[config.mk]
export PLATFORM = sky130hd
export DESIGN_NAME = ps2_move_decoder
export DESIGN_NICKNAME = d
export VERILOG_FILES = /design/src/rtl/ps2_move_decoder.sv
export SDC_FILE = /design/constraint.sdc
export NUM_CORES = 1
export LEC_CHECK = 0
export ABC_AREA = 1
export CELL_PAD_IN_SITES_DETAIL_PLACEMENT = 0
export CELL_PAD_IN_SITES_GLOBAL_PLACEMENT = 1
export CORE_MARGIN = 1
export CORE_UTILIZATION = 40
export CTS_BUF_LIST = sky130_fd_sc_hd__clkbuf_8
export CTS_CLUSTER_SIZE = 20
export DETAILED_ROUTE_END_ITERATION = 12
export PLACE_DENSITY_LB_ADDON = 0.1
export SETUP_SLACK_MARGIN = 0.02
export SLEW_MARGIN = 0
export SYNTH_ARGS = -nofsm -noshare
export SYNTH_HDL_FRONTEND = slang
export SYNTH_SLANG_ARGS = --single-unit
[constraint.sdc]
create_clock -name clk -period 3.2 [get_ports clk]
set_input_delay 0.48 -clock clk [delete_from_list [all_inputs] [get_ports clk]]
set_output_delay 0.48 -clock clk [all_outputs]
set_load 0.05 [all_outputs]
[src/rtl/ps2_move_decoder.sv]
`default_nettype none
// ============================================================================
// Module      : ps2_move_decoder
// Description : PS/2 keyboard receiver and set-2 scan-code decoder. Turns
//               make/break codes for the arrow keys (and optionally W/S/A/D)
//               into level-held movement controls. Receive only; the PS/2
//               lines are never driven.
// Ports       : clk         - system clock
//               reset       - asynchronous, active-low reset
//               ps2_clk     - raw PS/2 clock (asynchronous)
//               ps2_data    - raw PS/2 data (asynchronous)
//               move_up/down/left/right - high while the mapped key is held
//               scan_code   - last good received byte
//               scan_valid  - one-cycle pulse, scan_code updated
//               frame_err   - one-cycle pulse, frame rejected
// Revision    : 1.0 - initial release
// ============================================================================
module ps2_move_decoder #(
    parameter int FILTER_LEN     = 8,
    parameter int TIMEOUT_CYCLES = 200000,
    parameter int ENABLE_WASD    = 1
) (
    input  logic       clk,
    input  logic       reset,
    input  logic       ps2_clk,
    input  logic       ps2_data,
    output logic       move_up,
    output logic       move_down,
    output logic       move_left,
    output logic       move_right,
    output logic [7:0] scan_code,
    output logic       scan_valid,
    output logic       frame_err
);

    localparam int FCW = $clog2(FILTER_LEN + 1);
    localparam int TCW = $clog2(TIMEOUT_CYCLES + 1);

    localparam logic [7:0] c_CODE_EXT = 8'hE0;
    localparam logic [7:0] c_CODE_BRK = 8'hF0;

    typedef enum logic [1:0] {
        RX_IDLE  = 2'd0,
        RX_SHIFT = 2'd1,
        RX_CHECK = 2'd2
    } rx_state_t;

    typedef enum logic [1:0] {
        D_IDLE   = 2'd0,
        D_EXT    = 2'd1,
        D_BRK    = 2'd2,
        D_EXTBRK = 2'd3
    } dec_state_t;

    // ------------------------------------------------------------------
    // Input synchronisers and ps2_clk glitch filter
    // ------------------------------------------------------------------
    logic           r_clk_s1, r_clk_s2;
    logic           r_dat_s1, r_dat_s2;
    logic           r_clk_filt, r_clk_filt_d;
    logic [FCW-1:0] r_filt_cnt;
    logic           w_fall;

    always_ff @(posedge clk or negedge reset) begin
        if (!reset) begin
            r_clk_s1     <= 1'b1;
            r_clk_s2     <= 1'b1;
            r_dat_s1     <= 1'b1;
            r_dat_s2     <= 1'b1;
            r_clk_filt   <= 1'b1;
            r_clk_filt_d <= 1'b1;
            r_filt_cnt   <= '0;
        end else begin
            r_clk_s1     <= ps2_clk;
            r_clk_s2     <= r_clk_s1;
            r_dat_s1     <= ps2_data;
            r_dat_s2     <= r_dat_s1;
            r_clk_filt_d <= r_clk_filt;
            // Count consecutive samples that disagree with the filtered level;
            // any agreeing sample restarts the run, so short glitches vanish.
            if (r_clk_s2 == r_clk_filt) begin
                r_filt_cnt <= '0;
            end else if (r_filt_cnt == FCW'(FILTER_LEN - 1)) begin
                r_clk_filt <= r_clk_s2;
                r_filt_cnt <= '0;
            end else begin
                r_filt_cnt <= r_filt_cnt + FCW'(1);
            end
        end
    end

    assign w_fall = r_clk_filt_d & ~r_clk_filt;

    // ------------------------------------------------------------------
    // Frame receiver
    // ------------------------------------------------------------------
    rx_state_t      r_rx_state;
    logic [3:0]     r_bit_cnt;
    logic [7:0]     r_shift;
    logic           r_parity;
    logic           r_stop;
    logic [TCW-1:0] r_timer;
    logic [7:0]     r_scan_code;
    logic           r_scan_valid;
    logic           r_frame_err;
    logic           w_accept;
    logic           w_reject;
    logic           w_timeout;

    // Odd parity over data+parity is what a good frame carries.
    assign w_accept  = (r_rx_state == RX_CHECK) && r_stop && (^{r_shift, r_parity});
    assign w_reject  = (r_rx_state == RX_CHECK) && !w_accept;
    assign w_timeout = (r_rx_state == RX_SHIFT) && !w_fall &&
                       (r_timer == TCW'(TIMEOUT_CYCLES - 1));

    always_ff @(posedge clk or negedge reset) begin
        if (!reset) begin
            r_rx_state   <= RX_IDLE;
            r_bit_cnt    <= 4'd0;
            r_shift      <= 8'h00;
            r_parity     <= 1'b0;
            r_stop       <= 1'b0;
            r_timer      <= '0;
            r_scan_code  <= 8'h00;
            r_scan_valid <= 1'b0;
            r_frame_err  <= 1'b0;
        end else begin
            r_scan_valid <= 1'b0;
            r_frame_err  <= 1'b0;
            case (r_rx_state)
                RX_IDLE: begin
                    r_timer <= '0;
                    // A high start bit is treated as noise and ignored.
                    if (w_fall && !r_dat_s2) begin
                        r_rx_state <= RX_SHIFT;
                        r_bit_cnt  <= 4'd0;
                    end
                end
                RX_SHIFT: begin
                    if (w_fall) begin
                        r_timer   <= '0;
                        r_bit_cnt <= r_bit_cnt + 4'd1;
                        if (r_bit_cnt < 4'd8) begin
                            r_shift <= {r_dat_s2, r_shift[7:1]};
                        end else if (r_bit_cnt == 4'd8) begin
                            r_parity <= r_dat_s2;
                        end else begin
                            r_stop     <= r_dat_s2;
                            r_rx_state <= RX_CHECK;
                        end
                    end else if (w_timeout) begin
                        r_frame_err <= 1'b1;
                        r_rx_state  <= RX_IDLE;
                        r_timer     <= '0;
                        r_shift     <= 8'h00;
                    end else begin
                        r_timer <= r_timer + TCW'(1);
                    end
                end
                RX_CHECK: begin
                    if (w_accept) begin
                        r_scan_code  <= r_shift;
                        r_scan_valid <= 1'b1;
                    end else begin
                        r_frame_err  <= 1'b1;
                    end
                    r_timer    <= '0;
                    r_rx_state <= RX_IDLE;
                end
                default: begin
                    r_rx_state <= RX_IDLE;
                end
            endcase
        end
    end

    // ------------------------------------------------------------------
    // Scan-code decoder
    // ------------------------------------------------------------------
    // Direction mask bit order: [0] up, [1] down, [2] left, [3] right.
    function automatic logic [3:0] key_mask(input logic [7:0] code, input logic ext);
        logic [3:0] m;
        m = 4'b0000;
        if (ext) begin
            case (code)
                8'h75:   m = 4'b0001;
                8'h72:   m = 4'b0010;
                8'h6B:   m = 4'b0100;
                8'h74:   m = 4'b1000;
                default: m = 4'b0000;
            endcase
        end else if (ENABLE_WASD != 0) begin
            case (code)
                8'h1D:   m = 4'b0001;
                8'h1B:   m = 4'b0010;
                8'h1C:   m = 4'b0100;
                8'h23:   m = 4'b1000;
                default: m = 4'b0000;
            endcase
        end
        return m;
    endfunction

    dec_state_t r_dec_state;
    logic [3:0] r_moves;

    // Decoder steps on the same edge that publishes the byte, so move_*
    // changes together with scan_valid.
    always_ff @(posedge clk or negedge reset) begin
        if (!reset) begin
            r_dec_state <= D_IDLE;
            r_moves     <= 4'b0000;
        end else if (w_reject || w_timeout) begin
            // A lost byte may have been a prefix; resynchronise, keep levels.
            r_dec_state <= D_IDLE;
        end else if (w_accept) begin
            case (r_dec_state)
                D_IDLE: begin
                    if (r_shift == c_CODE_EXT) begin
                        r_dec_state <= D_EXT;
                    end else if (r_shift == c_CODE_BRK) begin
                        r_dec_state <= D_BRK;
                    end else begin
                        r_moves <= r_moves | key_mask(r_shift, 1'b0);
                    end
                end
                D_EXT: begin
                    if (r_shift == c_CODE_BRK) begin
                        r_dec_state <= D_EXTBRK;
                    end else if (r_shift != c_CODE_EXT) begin
                        r_moves     <= r_moves | key_mask(r_shift, 1'b1);
                        r_dec_state <= D_IDLE;
                    end
                end
                D_BRK: begin
                    r_moves     <= r_moves & ~key_mask(r_shift, 1'b0);
                    r_dec_state <= D_IDLE;
                end
                D_EXTBRK: begin
                    r_moves     <= r_moves & ~key_mask(r_shift, 1'b1);
                    r_dec_state <= D_IDLE;
                end
                default: begin
                    r_dec_state <= D_IDLE;
                end
            endcase
        end
    end

    assign move_up    = r_moves[0];
    assign move_down  = r_moves[1];
    assign move_left  = r_moves[2];
    assign move_right = r_moves[3];
    assign scan_code  = r_scan_code;
    assign scan_valid = r_scan_valid;
    assign frame_err  = r_frame_err;

endmodule
`default_nettype wire

# == After elaboration in Yosys (flattened, before gate mapping) ==
# Index checks and enable logic that the tools add are counted.
# word_totals
regBits,60
in_bits,4
output_inout_bits,14
elab_cells,147
# classes
n_lt_le_gt_ge,1
n_eq_ne,32
muxes,53
addsub,3
n_reduce_logical,28
bitwise_logic,12
# op_table
operator,count
2-to-1 mux 4 bit,24
case mux 4 bit (4 select lines),3
2-to-1 mux 18 bit,2
case mux 18 bit (2 select lines),1
"== test 8 x 7 -> 1 bit, second input constant",4
"== test 8 x 5 -> 1 bit, second input constant",3
2-to-1 mux 8 bit,3
2-to-1 mux 2 bit,11
"adder 18 x 1 -> 18 bit, second input constant",1
"== test 18 bit, second input constant",1
"== test 8 bit, second input constant",2
"inequality test 2 bit, second input constant",6
AND reduction 4 bit,3
"inequality test 3 bit, second input constant",3
AND reduction 3 bit,3
XOR reduction 9 bit,1
"adder 4 x 1 -> 4 bit, second input constant",2
bitwise AND 4 bit,2
"== test 8 x 6 -> 1 bit, second input constant",1
"inequality test 4 bit, second input constant",2
"inequality test 8 bit, second input constant",1
inverter 4 bit,2
bitwise OR 4 bit,2
case mux 4 bit (2 select lines),1
21 further kinds,45

# == Longest topological paths before layout ==
# Gate-level depths: netlist of run 1.
# depth
depth_word,11
ltp_mapped,13

# == Worst setup path after synthesis of run 1 ==
# No wires, ideal clock.
# synth_timing
kind,reg2reg
start,register r_rx_state[1]
end,register r_shift[4]
required_ps,3124
setup_ps,76
path_stages_with_launch,10
period_less_slack_ps,1617
path_slack_ps,1583
arrival_time_ps,1541
n_path_buf,1
path_cell_list,dfrtp_1 inv_1 ha_1 inv_1 nor2_1 inv_2 o21ai_2 buf_6 nand3_1 o21ai_1
# synth_between
elab_chain_len,5
# synth_lines
element,line,text
"start, declared",97,rx_state_t r_rx_state;
"start signal, assigned",118,r_rx_state <= RX_IDLE;
"start signal, assigned",135,r_rx_state <= RX_SHIFT;
"start signal, assigned",149,r_rx_state <= RX_CHECK;
== test 2 x 1 -> 1 bit *,"113, 130",
logical AND 1 bit (2 in a row),113,assign w_timeout = (r_rx_state == RX_SHIFT) && !w_fall &&
nonzero test 2 bit (no source line),-,
AND reduction 3 bit (no source line) *,-,
"end signal, assigned",144,"r_shift <= {r_dat_s2, r_shift[7:1]};"
"end, declared",99,logic [7:0] r_shift;
# Every way passes the cells marked *; elsewhere a longest branch is shown, timed or not.
# A chain may end at the register's enable or synchronous reset.

# == Worst setup path in the final report of run 1 ==
# layout_timing
start,register r_clk_filt
end,register r_timer[1]
# layout_between
elab_chain_len,8
# layout_lines
element,line,text
"start, declared",60,"logic r_clk_filt, r_clk_filt_d;"
"start signal, assigned",84,r_clk_filt <= r_clk_s2;
inverter 1 bit *,92,assign w_fall = r_clk_filt_d & ~r_clk_filt;
bitwise AND 1 bit *,92,
zero test 1 bit,113,
logical AND 1 bit (2 in a row),113,
2-to-1 mux 18 bit,151,end else if (w_timeout) begin
2-to-1 mux 18 bit *,140,if (w_fall) begin
case mux 18 bit (2 select lines) *,130,case (r_rx_state)
"end signal, assigned",157,r_timer <= r_timer + TCW'(1);
"end, declared",102,logic [TCW-1:0] r_timer;
# Marked as above.

==> run metrics, run 1 <==
status complete, no violations; share of layout cells above drive strength 1 16.4%; worst vdd rail ir drop 0.263 mV; overall routing resource usage 19.0%; Post-CTS Resized 0; multiplexer share of the synthesized area 0%; max-slew violations 0; slowest CP cell dfstp_2; pin count of the biggest net entering global routing 46; Post-CTS Hold Buffers 0; Comb power frac 22.3%; Clock Latency Late Sink 0.35 ns; fin nets 445; DRT Wirelength 7380 µm; largest family of logic cells by synthesized area simple AND/OR/NAND/NOR gates; Required @ worst endpoint 3.44 ns; part of the Yosys area used for sequential elements 44.7%; Mapped Avg Cell Area 8.25 µm²; Final Cycle Share 66.5%; DP Worst Slack 1.07 ns; worst-path maximum fanout 12; initial antenna violation count 0; #FFs+latches synth 60; first-pass GRT wire length 12,700 µm; commonest non-fill, non-tap cell in the layout nand2_1; Syn. warnings 0; Finished Layout Cells 543; Max Cap Viol 0; clock buffer count from CTS 9; worst path cell trace inv_2 > nand2_1 > inv_1 > nor3_1 > nand3_1 > nand2_1 > inv_2 > a22o_1; Post-Syn Area 3370 µm²; Max Freq 470 MHz; critical path class register to register; Layout area overhead 15.3%; Switching Share 33.3%; vias in the first global route 2,587; simple-gate share of the synthesized area 28.3%; Post-route DRC 0; fillers 821; CP bufs+invs 3; Port Buffers 17; area share of xor/xnor cells in the synthesized design 3.37%; Die H 93.9 µm; final hold vios 0; First DRT Iteration DRCs 95; Pleak 1.74 nW; most frequent cells in the layout nand2_1 (82), dfrtp_1 (54), inv_1 (47), nand3_1 (33), nor2_1 (26); final total power 2.26 mW; Pint 1.50 mW; DR vias 2,734; Synth Flop Type dfrtp_1; row count 33; CTS tree done; WL/cell 13.6 µm; Fin Clk Skew 0.0130 ns; CP endpoint kind register; Post-synth EDFFs 0; Final min period 2.13 ns; total global routing overflow 0; Yosys cell types 37; Detailed Routing Iterations Pass 1 5; footprint of the multi-input gates 1600 µm²; Compound-Gate Fraction of Synth Area 12.7%; sequential cell area 1510 µm²; CP top delay family simple AND/OR/NAND/NOR gates; Die W 93.9 µm; Reg power frac 39.7%; CP Launch Type register; setup TNS 0 ns; Async SR Flop Fraction 100%; Sink Count 60; Cell Pwr Density 580 nW/µm²; Clock transition at path regs 0.08 ns; Max H-tree Level 3; Synth Instances 409; Post-CTS Setup Bufs 0; Hold/Removal Path Class input port to asynchronous set/reset pin; Final HPWL DP 5400 µm; WHS 0.316 ns; diodes inserted 0; maximum root-to-sink buffer count 2; fraction of the mapped netlist area in adder cells 2.97%; Slew @ Worst Pin 1.04 ns; synthesized net count 421; slowest stage delay, CP 0.56 ns; clock share of power 37.9%; Worst Path Arrival 2.37 ns; Starting Density 41.3%; Routed Antenna Nets 0; unrepaired setup endpoints after global routing no; Placer Congestion 0.786; clock root buffer master clkbuf_8; full die area 8810 µm²; core area 8180 µm²; I/O pins 18; Final Worst Setup Slack 1.07 ns; switching power 0.752 mW; Slew headroom 30.4%; via/cell ratio 5.03; Inst Count DP 527; Final setup viols 0
==> layout make-up <==
type | count | share of cell area, %
clock buffer | 9 | 3.18
clock inverter | 7 | 3.18
inverter | 60 | 5.79
multi-input combinational | 283 | 41.0
sequential | 60 | 38.8
tap | 105 | 3.38
timing repair buffer | 19 | 4.63
==> synth_stat cells, types with 3 or more instances <==
library cell   n  area (µm²)
nand2_1       82         308
dfrtp_1       54        1350
inv_1         47         176
nand3_1       33         165
nor2_1        26        97.6
nand4_1       18         113
o21ai_0       14        70.1
inv_2         13        48.8
o21ai_2       12         105
o21ai_1       11        55.1
o22ai_1       11        68.8
nor3_1        10        50.1
xor2_1        10        87.6
a21oi_1        9        45.0
ha_1           8         100
dfstp_2        6         158
nand2_2        5        31.3
nand2_4        5        56.3
nand3_2        5        50.1
nand3b_1       4        30.0
nor4_1         3        18.8
xnor2_1        3        26.3
==> cell families after synthesis <==
| group | after synthesis |
|---|---|
| buffers and inverters | 66 |
| XOR/XNOR | 13 |
| flip-flops | 60 |
| AND/OR/NAND/NOR | 195 |
| AO/OA/AOI/OAI | 67 |
| adder cells (fa/ha/maj) | 8 |
==> power by group through the flow <==
stage	logic, mW	clock network [mW]	registers (mW)
2_1_floorplan	0.381	0	0.901
6_report	0.504	0.856	0.897
5_1_grt	0.577	0.914	0.908
3_5_place_dp	0.503	0	0.911
4_1_cts	0.507	0.874	0.896
3_3_place_gp	0.504	0	0.910
==> final timing paths <==
path / endpoint / slack, ns / startpoint / depth (start not counted)
worst max-delay path: r_timer[1] / 1.07 / r_clk_filt / 8
worst min-delay path: scan_code[2] / 0.32 / reset / 1
min in group clk: r_dat_s2 / 0.36 / r_dat_s1 / 0
max in group asynchronous: r_clk_s2 / 2.08 / reset / 2
worst min register to register: r_dat_s2 / 0.36 / r_dat_s1 / 0
worst max register to register: r_timer[1] / 1.07 / r_clk_filt / 8
==> state kept, by name, indices dropped and copies added, names as in the netlist, 2 cells and up <==
| register | cells |
|---|---|
| r_timer | 18 |
| r_shift | 8 |
| scan_code | 8 |
| r_bit_cnt | 4 |
| r_filt_cnt | 4 |
| r_moves | 4 |
| r_dec_state | 2 |
| r_rx_state | 2 |
==> worst reg2reg max path, cell delays in order, from the launching register on <==
cell and delay (ns):
dfstp_2 0.56, inv_2 0.04, nand2_1 0.09, inv_1 0.17
nor3_1 0.21, nand3_1 0.18, nand2_1 0.40, inv_2 0.16
a22o_1 0.20
==> per-layer routing <==
layer	track usage [%]	wire [µm]
met1	25.1	3630
met2	30.2	3460
met3	4.69	204
met4	6.41	82
met5	0	0
==> stage by stage <==
step           cell area, µm²  util (%)
2_1_floorplan            3370         -
5_1_grt                  3890      47.6
6_report                 3890      47.6
3_3_place_gp             3640      44.6
3_5_place_dp             3640      44.6
4_1_cts                  3890      47.6
Power figures use the tool's default switching activity.
==> run 2, diff against run 1 <==
clock period = 2.1 ns   (was 3.2 ns; I/O delays follow)
==> run metrics, run 2 (synthesized netlist as in run 1, its figures left out) <==
status complete, no violations (unchanged); Final Cycle Share 88.5%; slowest stage delay, CP 0.82 ns (was 0.56 ns); max reg flops 18 (unchanged); row count 33 (unchanged); Clock Latency Late Sink 0.34 ns (was 0.35 ns); worst vdd rail ir drop 0.546 mV (was 0.263 mV); Sink Count 60 (unchanged); Final Worst Setup Slack 0.241 ns (was 1.07 ns); share of layout cells above drive strength 1 17.4% (was 16.4%); Max Cap Viol 0 (unchanged); pin count of the biggest net entering global routing 61 (was 46); Worst Path Arrival 1.54 ns (was 2.37 ns); WHS Endpoint r_clk_s2; DRT Wirelength 7600 µm (was 7380 µm); Hold/Removal Path Class register to register (was input port to asynchronous set/reset pin); diodes inserted 0 (unchanged); first-pass GRT wire length 13,300 µm (was 12,700 µm); unrepaired setup endpoints after global routing no (unchanged); overall routing resource usage 19.7% (was 19.0%); Required @ worst endpoint 1.78 ns (was 3.44 ns); Die H 93.9 µm (unchanged); Cell Pwr Density 889 nW/µm² (was 580 nW/µm²); RR Startpoint r_timer[0] (was r_clk_filt); Starting Density 41.3% (unchanged); DR vias 2,790 (was 2,734); Max Freq 538 MHz; worst path cell trace clkdlybuf4s50_1 (was inv_2 > nand2_1 > inv_1 > nor3_1 > nand3_1 > nand2_1 > inv_2 > a22o_1); full die area 8810 µm² (unchanged); Final min period 1.86 ns; I/O pins 18 (unchanged); r2r worst-path depth 7 (was 8); Finished Layout Cells 548 (was 543); Post-route DRC 0 (unchanged); core area 8180 µm² (unchanged); final hold vios 0 (unchanged); maximum root-to-sink buffer count 2 (unchanged); slowest CP cell clkdlybuf4s50_1 (was dfstp_2); Inst Count DP 531 (was 527); Placer Congestion 0.831 (was 0.786); First DRT Iteration DRCs 76 (was 95); Hold Crit Depth 0; CTS tree done (unchanged); total global routing overflow 0 (unchanged); worst-path maximum fanout 4 (was 12); Final HPWL DP 5540 µm (was 5400 µm); Detailed Routing Iterations Pass 1 4 (was 5); CP top delay family buffers and inverters (was simple AND/OR/NAND/NOR gates); Routed Antenna Nets 0 (unchanged); fin nets 450 (was 445); critical path class register to output port (was register to register); max-slew violations 0 (unchanged); commonest non-fill, non-tap cell in the layout nand2_1 (unchanged); hold path startpoint r_clk_s1; CP bufs+invs 1 (was 3); initial antenna violation count 0 (unchanged); CP endpoint kind output port (was register); Slew @ Worst Pin 0.571 ns (was 1.04 ns); Pleak 1.77 nW (was 1.74 nW); setup TNS 0 ns (unchanged); final total power 3.51 mW (was 2.26 mW); Die W 93.9 µm (unchanged); vias in the first global route 2,720 (was 2,587); Fin Clk Skew 0.0112 ns (was 0.0130 ns); CP Launch Type register (unchanged); Port Buffers 17 (unchanged); via/cell ratio 5.09 (was 5.03); most frequent cells in the layout nand2_1 (81), dfrtp_1 (54), inv_1 (47), nand3_1 (33), nor2_1 (26) (was nand2_1 (82), dfrtp_1 (54), inv_1 (47), nand3_1 (33), nor2_1 (26)); Slew headroom 61.9% (was 30.4%); Clock transition at path regs 0.08 ns (about the same); WL/cell 13.9 µm (was 13.6 µm); Max H-tree Level 3 (unchanged); Reg with most FFs r_timer (unchanged); R2R Path End r_timer[1] (unchanged); DP Worst Slack 0.229 ns (was 1.07 ns); clock buffer count from CTS 9 (unchanged); Final setup viols 0 (unchanged); clock root buffer master clkbuf_8 (unchanged); reg-to-reg slack, setup 0.30 ns (was 1.07 ns); Layout area overhead 16.9% (was 15.3%); Post-CTS Setup Bufs 0 (unchanged)
run 2: cell type report:
class                           count  area (µm²)
Multi-Input combinational cell    283        1600
Tap cell                          105         131
Clock inverter                      7         123
Inverter                           60         225
Fill cell                         830        4230
Clock buffer                        9         124
Sequential cell                    60        1510
Timing Repair Buffer               24         233
run 2: what timing repair did:
item / 4_1_cts / 5_1_grt
hold buffers: 1 / 0
endpoints found under the setup margin: 0 / 11
resized for setup: 0 / 1
endpoints found under the hold margin: 44 / 0
run 2: metal layers:
metal / track usage [%] / wire length (µm)
met4: 6.67 / 85
met3: 3.64 / 193
met5: 0 / 0
met2: 31.7 / 3610
met1: 26.6 / 3710
run 2: worst max path at each step:
stage,startpoint,to,depth (start not counted),slack [ns]
after floorplan,r_rx_state[1],r_shift[4],9,0.48
after global placement,r_clk_filt,r_timer[1],8,0.27
after detailed placement,r_timer[0],r_timer[1],7,0.23
after CTS,r_timer[0],r_timer[1],7,0.20
after global routing,r_timer[0],r_shift[5],7,0.02
final,r_moves[1],move_down,1,0.24
run 2: through the flow:
step / hold WS [ns] / utilization [%] / cell area (µm²)
2_1_floorplan: 0.0194 / - / 3370
3_3_place_gp: 0.347 / 45.1 / 3680
3_5_place_dp: 0.348 / 45.1 / 3680
5_1_grt: 0.360 / 48.2 / 3940
6_report: 0.357 / 48.2 / 3940
4_1_cts: 0.359 / 48.2 / 3940
run 2: power by group:
| group | total, mW | internal (mW) | switching (mW) |
|---|---|---|---|
| Sequential | 1.36 | 1.27 | 0.0956 |
| Combinational | 0.838 | 0.276 | 0.563 |
| Clock | 1.31 | 0.797 | 0.511 |
| Total | 3.51 | 2.34 | 1.17 |
run 2: worst register-to-register path, stage by stage (launching register included):
cell and delay, ns:
dfrtp_1 0.41, ha_1 0.22, nand3_2 0.14, nor2_4 0.18, nand3_1 0.21, nand2_2 0.21
inv_2 0.12, a22o_1 0.20
==> run 3, diff against run 2 <==
SKIP_CTS_REPAIR_TIMING = 1   (was default)
==> results of run 3 <==
Same layout as run 2: the final DEF is identical, and so are final timing and power.
==> patch, RTL diff (settings of run 1) <==
The parameter `FILTER_LEN` goes from 8 to 16.
--- a/src/rtl/ps2_move_decoder.sv
+++ b/src/rtl/ps2_move_decoder.sv
@@ -16,7 +16,7 @@
 // Revision    : 1.0 - initial release
 // ============================================================================
 module ps2_move_decoder #(
-    parameter int FILTER_LEN     = 8,
+    parameter int FILTER_LEN     = 16,
     parameter int TIMEOUT_CYCLES = 200000,
     parameter int ENABLE_WASD    = 1
 ) (
Behaviour: no difference found for any inputs over 10 cycles, from zero or initial values and one cycle with reset low; that may be too few to reach the edited logic, so the function may still have changed.
==> patch against run 1 <==
Sequential cell count is 1 higher. Synthesized area is 2.0% lower. Design area is 2.2% lower. Worst setup slack worse by 4.0 ps. Global-route usage is 0.15 points higher. Non-clock buffer count stayed put. Routed wire length is 1.2% lower. Highest routed layer unchanged.
Power is not compared: it rests on default switching activity, and its combinational part moved more than twofold at a synthesized area within 25%.
==> patch: results (changes against run 1) <==
Max_slew headroom = 52.1% (was 30.4%)
Hpwl dp = 5.38 mm (was 5.40 mm)
Largest net degree at the start of global routing = 33 (was 46)
Compound-gate portion of the synthesized area = 11.1% (was 12.7%)
Vias in the first global route = 2,826 (was 2,587)
Clk root buf = clkbuf_8 (unchanged)
Routed vias/inst = 5.09 (was 5.03)
RePlAce Congestion = 0.852 (was 0.786)
H-tree depth = 3 (unchanged)
Proportion of synthesized area in mux cells = 0.341% (was 0%)
Nets@finish = 456 (was 445)
Final non-filler cell total = 551 (was 543)
Critical Path Fanout Max = 17 (was 12)
Layout cells sized above 1 = 7.80% (was 16.4%)
Initial DRC count = 83 (was 95)
First-pass GRT wire length = 13.0 mm (was 12.7 mm)
Run status = complete, no violations (unchanged)
Postcts setup bufs = 0 (unchanged)
Crit path capture = r_timer[12] (was r_timer[1])
List of most frequent post-synthesis cells = nand2_1, inv_1, dfrtp_1 (was nand2_1, dfrtp_1, inv_1)
Cell total after placement = 535 (was 527)
Synth area leaders = dfrtp_1, nand2_1, inv_1 (unchanged)
Post-Route WL = 7.29 mm (was 7.38 mm)
Critical Path Start = r_timer[0] (was r_clk_filt)
Syn nets = 433 (was 421)
Count of different cell masters after synthesis = 31 (was 37)
XOR/XNOR Fraction of Synth Area = 3.97% (was 3.37%)
Post-synthesis adder-cell area fraction = 3.03% (was 2.97%)
Tot GR Track Use = 19.1% (was 19.0%)
DP Worst Slack = 1050 ps (was 1070 ps)
Fill cells = 810 (was 821)
Drt first pass iters = 4 (was 5)
Syn Inst Count = 421 (was 409)
Seq/Total Area, Yosys = 46.4% (was 44.7%)
Fmax achieved = 469 MHz (was 470 MHz)
CP arrival = 2340 ps (was 2370 ps)
Skew final = 8.55 ps (was 13.0 ps)
patch: layout make-up:
type / count / area share, %
repair buffers: 19 / 5.07
inverters: 62 / 6.12
multi-input cells: 291 / 39.5
clock inverters: 7 / 2.40
flip-flops and latches: 61 / 40.3
well taps: 102 / 3.36
clock buffers: 9 / 3.26
patch: how the worst min path moves through the flow:
stage	to	start	slack, ps	cells past startpoint
2_1_floorplan	frame_err	reset	180	0
3_3_place_gp	r_dat_s2	r_dat_s1	350	0
3_5_place_dp	r_dat_s2	r_dat_s1	350	0
4_1_cts	scan_code[3]	reset	210	1
5_1_grt	scan_code[4]	reset	240	1
6_report	scan_code[4]	reset	190	1
patch: through the flow:
step / utilization (%) / hold slack [ps] / cell area, µm² / power, mW
after global routing: 48.5 / 235 / 3800 / 1.87
after detailed placement: 45.7 / 348 / 3590 / 1.04
after floorplan: - / 184 / 3310 / 0.978
after global placement: 45.7 / 346 / 3590 / 1.04
final: 48.5 / 194 / 3800 / 1.78
after CTS: 48.5 / 214 / 3800 / 1.80
patch: power by group through the flow:
stage	sequential [mW]	clock, mW	combinational (mW)
floorplan	0.831	0	0.147
global route	0.825	0.810	0.237
finish	0.823	0.755	0.200
detailed placement	0.837	0	0.203
CTS	0.822	0.779	0.203
global placement	0.836	0	0.209
patch: metal layers:
metal,global-route usage (%),vias up,wire (µm)
li1,-,1426,-
met1,24.7,1327,3530
met2,31.3,43,3440
met3,4.76,7,251
met4,6.28,0,74
met5,0,-,0
patch: worst max-delay path, cell delays in order (launching register included):
cell and delay, ps:
dfrtp_1 390, ha_1 210, nand3_1 130, nor2_2 260
nand4_2 250, nand2_1 500, a21oi_1 60, o21ai_0 100
o21ai_0 100
